[config.mk]
export PLATFORM = sky130hd
export DESIGN_NAME = muldiv_unit
export DESIGN_NICKNAME = d
export VERILOG_FILES = /design/src/rtl/muldiv_unit.sv
export SDC_FILE = /design/constraint.sdc
export NUM_CORES = 1
export LEC_CHECK = 0
export CAP_MARGIN = 10
export CORE_AREA = 2 2 187 372
export CTS_BUF_LIST = sky130_fd_sc_hd__clkbuf_8
export DETAILED_ROUTE_END_ITERATION = 12
export DIE_AREA = 0 0 189 374
export SLEW_MARGIN = 40
export SYNTH_ARGS = -nofsm -noshare
export SYNTH_HDL_FRONTEND = slang
export SYNTH_SLANG_ARGS = --single-unit
export TNS_END_PERCENT = 20
[constraint.sdc]
create_clock -name clk -period 11.5 [get_ports clk]
set_clock_uncertainty 0.15 [all_clocks]
set_input_delay 1.725 -clock clk [delete_from_list [all_inputs] [get_ports clk]]
set_output_delay 1.725 -clock clk [all_outputs]
set_load 0.05 [all_outputs]
[src/rtl/muldiv_unit.sv]
// Iterative 32-bit multiply/divide unit with HI/LO result registers.
// Shift-add multiply and restoring divide, one bit per cycle, signed ops via magnitude + sign fix-up.
module muldiv_unit (
  input  logic        clk,
  input  logic        rst_n,
  input  logic        start,
  input  logic [1:0]  op,
  input  logic [31:0] busA,
  input  logic [31:0] busB,
  input  logic        hi_we,
  input  logic        lo_we,
  input  logic [31:0] wdata,
  output logic        busy,
  output logic        done,
  output logic        div_zero,
  output logic [31:0] hi,
  output logic [31:0] lo
);
  typedef enum logic [1:0] {IDLE = 2'd0, CALC = 2'd1, FINISH = 2'd2} state_t;

  state_t      state, state_nxt;
  logic [4:0]  cnt;
  logic        accept, dz_start;
  logic        is_div_q, neg_q, neg_rem_q, dz_q, dz_hold;
  logic [63:0] acc;
  logic [31:0] mag_b_q, opa_q;
  logic [32:0] sum, diff;
  logic        ge;
  logic [63:0] step_mul, step_div, prod;
  logic [31:0] res_hi, res_lo;

  function automatic logic [31:0] mag32(input logic signed [31:0] x, input logic sgn);
    logic signed [31:0] n;
    n = -x;
    return (sgn && x[31]) ? n : x;
  endfunction

  function automatic logic [31:0] neg32(input logic [31:0] x, input logic en);
    return en ? -x : x;
  endfunction

  function automatic logic [63:0] neg64(input logic [63:0] x, input logic en);
    return en ? -x : x;
  endfunction

  assign accept   = (state == IDLE) && start;
  assign dz_start = op[1] && (busB == 32'd0);
  assign busy     = (state != IDLE);

  always_comb begin
    state_nxt = state;
    case (state)
      IDLE:    if (start) state_nxt = dz_start ? FINISH : CALC;
      CALC:    if (cnt == 5'd31) state_nxt = FINISH;
      FINISH:  if (!dz_hold) state_nxt = IDLE;
      default: state_nxt = IDLE;
    endcase
  end

  // acc holds {partial product, multiplier} or {remainder, dividend/quotient}
  always_comb begin
    sum      = {1'b0, acc[63:32]} + {1'b0, mag_b_q};
    step_mul = acc[0] ? {sum, acc[31:1]} : {1'b0, acc[63:1]};
    diff     = acc[63:31] - {1'b0, mag_b_q};
    ge       = acc[63] | ~diff[32];
    step_div = ge ? {diff[31:0], acc[30:0], 1'b1} : {acc[62:0], 1'b0};
    prod     = neg64(acc, neg_q);
    if (dz_q) begin
      res_hi = opa_q;
      res_lo = 32'hFFFF_FFFF;
    end else if (is_div_q) begin
      res_hi = neg32(acc[63:32], neg_rem_q);
      res_lo = neg32(acc[31:0], neg_q);
    end else begin
      res_hi = prod[63:32];
      res_lo = prod[31:0];
    end
  end

  always_ff @(posedge clk or negedge rst_n) begin
    if (!rst_n) begin
      state     <= IDLE;
      cnt       <= 5'd0;
      done      <= 1'b0;
      div_zero  <= 1'b0;
      hi        <= 32'd0;
      lo        <= 32'd0;
      is_div_q  <= 1'b0;
      neg_q     <= 1'b0;
      neg_rem_q <= 1'b0;
      dz_q      <= 1'b0;
      dz_hold   <= 1'b0;
    end else begin
      state <= state_nxt;
      done  <= (state == FINISH) && !dz_hold;
      if (accept) begin
        cnt       <= 5'd0;
        is_div_q  <= op[1];
        neg_q     <= op[0] && (busA[31] ^ busB[31]);
        neg_rem_q <= op[0] && busA[31];
        dz_q      <= dz_start;
        // divide-by-zero lingers one extra cycle in FINISH so done lands two edges after start
        dz_hold   <= dz_start;
        if (!dz_start) div_zero <= 1'b0;
      end else begin
        if (state == CALC) cnt <= cnt + 5'd1;
        if (state == FINISH) dz_hold <= 1'b0;
      end
      if (state == FINISH && !dz_hold) begin
        hi       <= res_hi;
        lo       <= res_lo;
        div_zero <= dz_q;
      end else if (state == IDLE) begin
        if (hi_we) hi <= wdata;
        if (lo_we) lo <= wdata;
      end
    end
  end

  always_ff @(posedge clk) begin
    if (accept) begin
      acc     <= {32'd0, mag32(busA, op[0])};
      mag_b_q <= mag32(busB, op[0]);
      opa_q   <= busA;
    end else if (state == CALC) begin
      acc <= is_div_q ? step_div : step_mul;
    end
  end
endmodule

==> metrics <==
outcome=complete, no violations; Placer Congestion=0.9271; number of clock buffers inserted by TritonCTS=34; combined area of all synthesized cells=0.01542 mm^2; Util after Layout=27.66%; initial drt markers=831; relative slew slack=43.98%; Placeable Area=0.06773 mm^2; number of flops mapped to enable cells by yosys=96; Worst Path Max Fanout=4; dominant cells by area after synthesis=sky130_fd_sc_hd__edfxtp_1 19%, sky130_fd_sc_hd__dfrtp_1 13%, sky130_fd_sc_hd__xnor2_1 5.8%; Max-cap violations=0; DRT antenna net count=0; number of cells produced by synthesis=1812; Comb power frac=60.6%; distinct cell type count after synthesis=79; Worst-Skew Late Latency=0.57 ns; crit path launch type=input pin; flops & latches, synth=206; net count after synthesis=1987; global-route wire length before repair=83180 um; most common cell after layout, fill and taps aside=sky130_fd_sc_hd__nand2_1; Period minus WS final=5.133 ns; fraction of synthesis flops using an asynchronous set or reset pin=37.86%; setup repair after global routing missed its margin=false; width of the chip=189 um; total number of placement rows=135; element type at the critical path end=register; commonest non-fill, non-tap cells in the layout=195 x sky130_fd_sc_hd__nand2_1, 168 x sky130_fd_sc_hd__clkdlybuf4s50_1, 158 x sky130_fd_sc_hd__o21ai_0; post-synthesis sequential area ratio=35.50%; number of nets in the finished design=2099; portion of total power attributed to sequential cells=26.8%; area leader, netlist=sky130_fd_sc_hd__edfxtp_1; clock tree from TritonCTS=done; sink of the worst hold path=lo[14]; fraction of layout instances using a drive strength above 1=5.285%; critical path data required time=11.62 ns; switching share of power=49.65%; cell breakdown of the critical path=clkdlybuf4s50_1 > or4_4 > or3_1 > nor4_1 > nand2_1 > or3_1 > nor4_1 > a21oi_1 > xnor2_1 > a21oi_1; path type of the worst setup path=in2reg; number of hold violations in the final report=0; root cell of the clock tree=sky130_fd_sc_hd__clkbuf_8; initial antenna violation count=6; Clock power frac=12.6%; net switching power figure=2.835 mW; post-CTS setup buffers=0; deepest clock path buffer count=3; number of top-level pins=170; placed wire-length estimate after detailed placement=42780 um; effective utilization at floorplan=22.77%; max-slew violation count=0; top_reg_cell synth=sky130_fd_sc_hd__edfxtp_1; summed negative setup slack over all endpoints=0 ns; Hold Path Stages=2; non-filler instance count after layout=2841; largest incremental delay on the critical path=0.58 ns; floorplan die area=0.07069 mm^2; tightest hold margin=0.3246 ns; Yosys top cell area share=18.69%; kind of path behind the tightest hold check=reg2reg; hold_buf cts=0; IO buf count=169; final cell area excluding filler cells=0.01874 mm^2; y dimension of the die=374 um; post-placement cell area=0.01799 mm^2; worst endpoint data arrival time=5.26 ns; number of vias per cell=4.970; DRT Pass-1 Iters=5; number of cells upsized or downsized after cts=0; mean area per synthesized cell=8.513 um^2; area growth from synthesis to layout=21.48%; layout filler cell count=7257; Yosys warnings=0; number of cells in the design after placement=2778; length in cells of the worst reg-to-reg path=12; DRC errors left=0; startpoint of the most critical hold path=lo[14]; power density over the cells=304.7 mW/mm^2; WL per Instance=19.14 um; final clock period utilization by the worst path=44.64%; worst flop-to-flop path startpoint=acc[31]; Clock Sinks=206; global route total overflow=0; internal power=2.875 mW; Worst VDD drop=133.1 uV; Setup violations, final=0; DR vias=14120; maximum number of pins on one net before global-route repair=75; clock-pin slew on the worst setup and hold paths=0.06 ns; leakage power total=7.109 nW; critical-path cell with the highest stage delay=sky130_fd_sc_hd__nor4_1; number of global-route vias before repair=14120; All-Layer GR Usage=15.09%; FMAX=194.8 MHz; aggregate routed wire length=54370 um; Clock H-tree levels=2; capture point of the worst reg-to-reg path=acc[54]; slack of the worst reg-to-reg path=6.79 ns; Tightest Pin Transition=0.8395 ns
[per-stage QoR]
stage               total power [mW]  worst slack (ns)
global placement               4.951             5.834
detailed placement             4.979             5.790
floorplan                      3.939             6.686
CTS                            5.712             6.385
global route                   6.117             6.172
finish                         5.710             6.367
[registers in the layout, summed over array words and instances, names as in the netlist, 2 cells and up]
name / flops
acc: 64
hi: 32
cnt: 5
mag_b_q: 32
opa_q: 32
lo: 32
state: 2
[synthesized netlist by cell type, types with 47 or more instances]
| cell type | n |
|---|---|
| sky130_fd_sc_hd__ha_1 | 70 |
| sky130_fd_sc_hd__inv_1 | 63 |
| sky130_fd_sc_hd__nor2_1 | 121 |
| sky130_fd_sc_hd__xnor2_1 | 102 |
| sky130_fd_sc_hd__a21oi_1 | 145 |
| sky130_fd_sc_hd__o21ai_0 | 158 |
| sky130_fd_sc_hd__mux2i_1 | 47 |
| sky130_fd_sc_hd__nand2_1 | 196 |
| sky130_fd_sc_hd__edfxtp_1 | 96 |
| sky130_fd_sc_hd__xor2_1 | 66 |
| sky130_fd_sc_hd__clkbuf_1 | 98 |
| sky130_fd_sc_hd__dfrtp_1 | 78 |
[cell families after synthesis]
logic type	after synthesis	synth area share, %
DFF	206	35.50
xor gates and xnor gates	168	9.539
buffers and inverters	181	4.453
AOI/OAI and AO/OA	604	24.89
muxes	50	3.269
adders and majority gates	72	5.938
and+or+nand+nor	531	16.41
[layer usage]
metal	track usage (%)	vias to the layer above	wire length (um)
met2	27.97	419	27960
met5	0	-	40
met1	16.17	6675	20740
li1	-	6890	-
met4	7.783	6	2811
met3	2.552	129	2815
[power by group through the flow]
stage	Combinational (mW)	Sequential, mW	Clock, mW
final	3.46	1.53	0.720
after global routing	3.78	1.57	0.760
after CTS	3.45	1.52	0.737
after detailed placement	3.44	1.54	0
after global placement	3.42	1.53	0
after floorplan	2.23	1.71	0
[layout make-up]
type | instances | area (um^2) | area share (%)
inverter | 63 | 239.0 | 1.275
clock buffer | 44 | 605.6 | 3.232
tap | 890 | 1114 | 5.943
clock inverter | 17 | 136.4 | 0.7278
multi-input combinational | 1425 | 9279 | 49.52
antenna | 2 | 5.005 | 0.02671
sequential | 206 | 5479 | 29.24
timing repair buffer | 194 | 1881 | 10.04
[worst max-delay path: cells and delay by family]
| kind | cells | cell delay, ns |
|---|---|---|
| compound gates | 2 | 0.25 |
| simple gates | 6 | 2.62 |
| buf+inv | 1 | 0.48 |
| xor+xnor | 1 | 0.17 |
[worst max-delay path by stage]
| stage | slack (ns) | start | cells after the start | end |
|---|---|---|---|---|
| 5_1_grt | 6.17 | busA[8] | 10 | acc[28] |
| 6_report | 6.37 | busA[8] | 10 | acc[28] |
| 2_1_floorplan | 6.69 | start | 5 | acc[27] |
| 3_5_place_dp | 5.79 | busA[6] | 10 | acc[28] |
| 4_1_cts | 6.38 | busA[6] | 10 | acc[28] |
| 3_3_place_gp | 5.83 | busA[8] | 10 | acc[28] |
(Power assumes the default switching activity.)
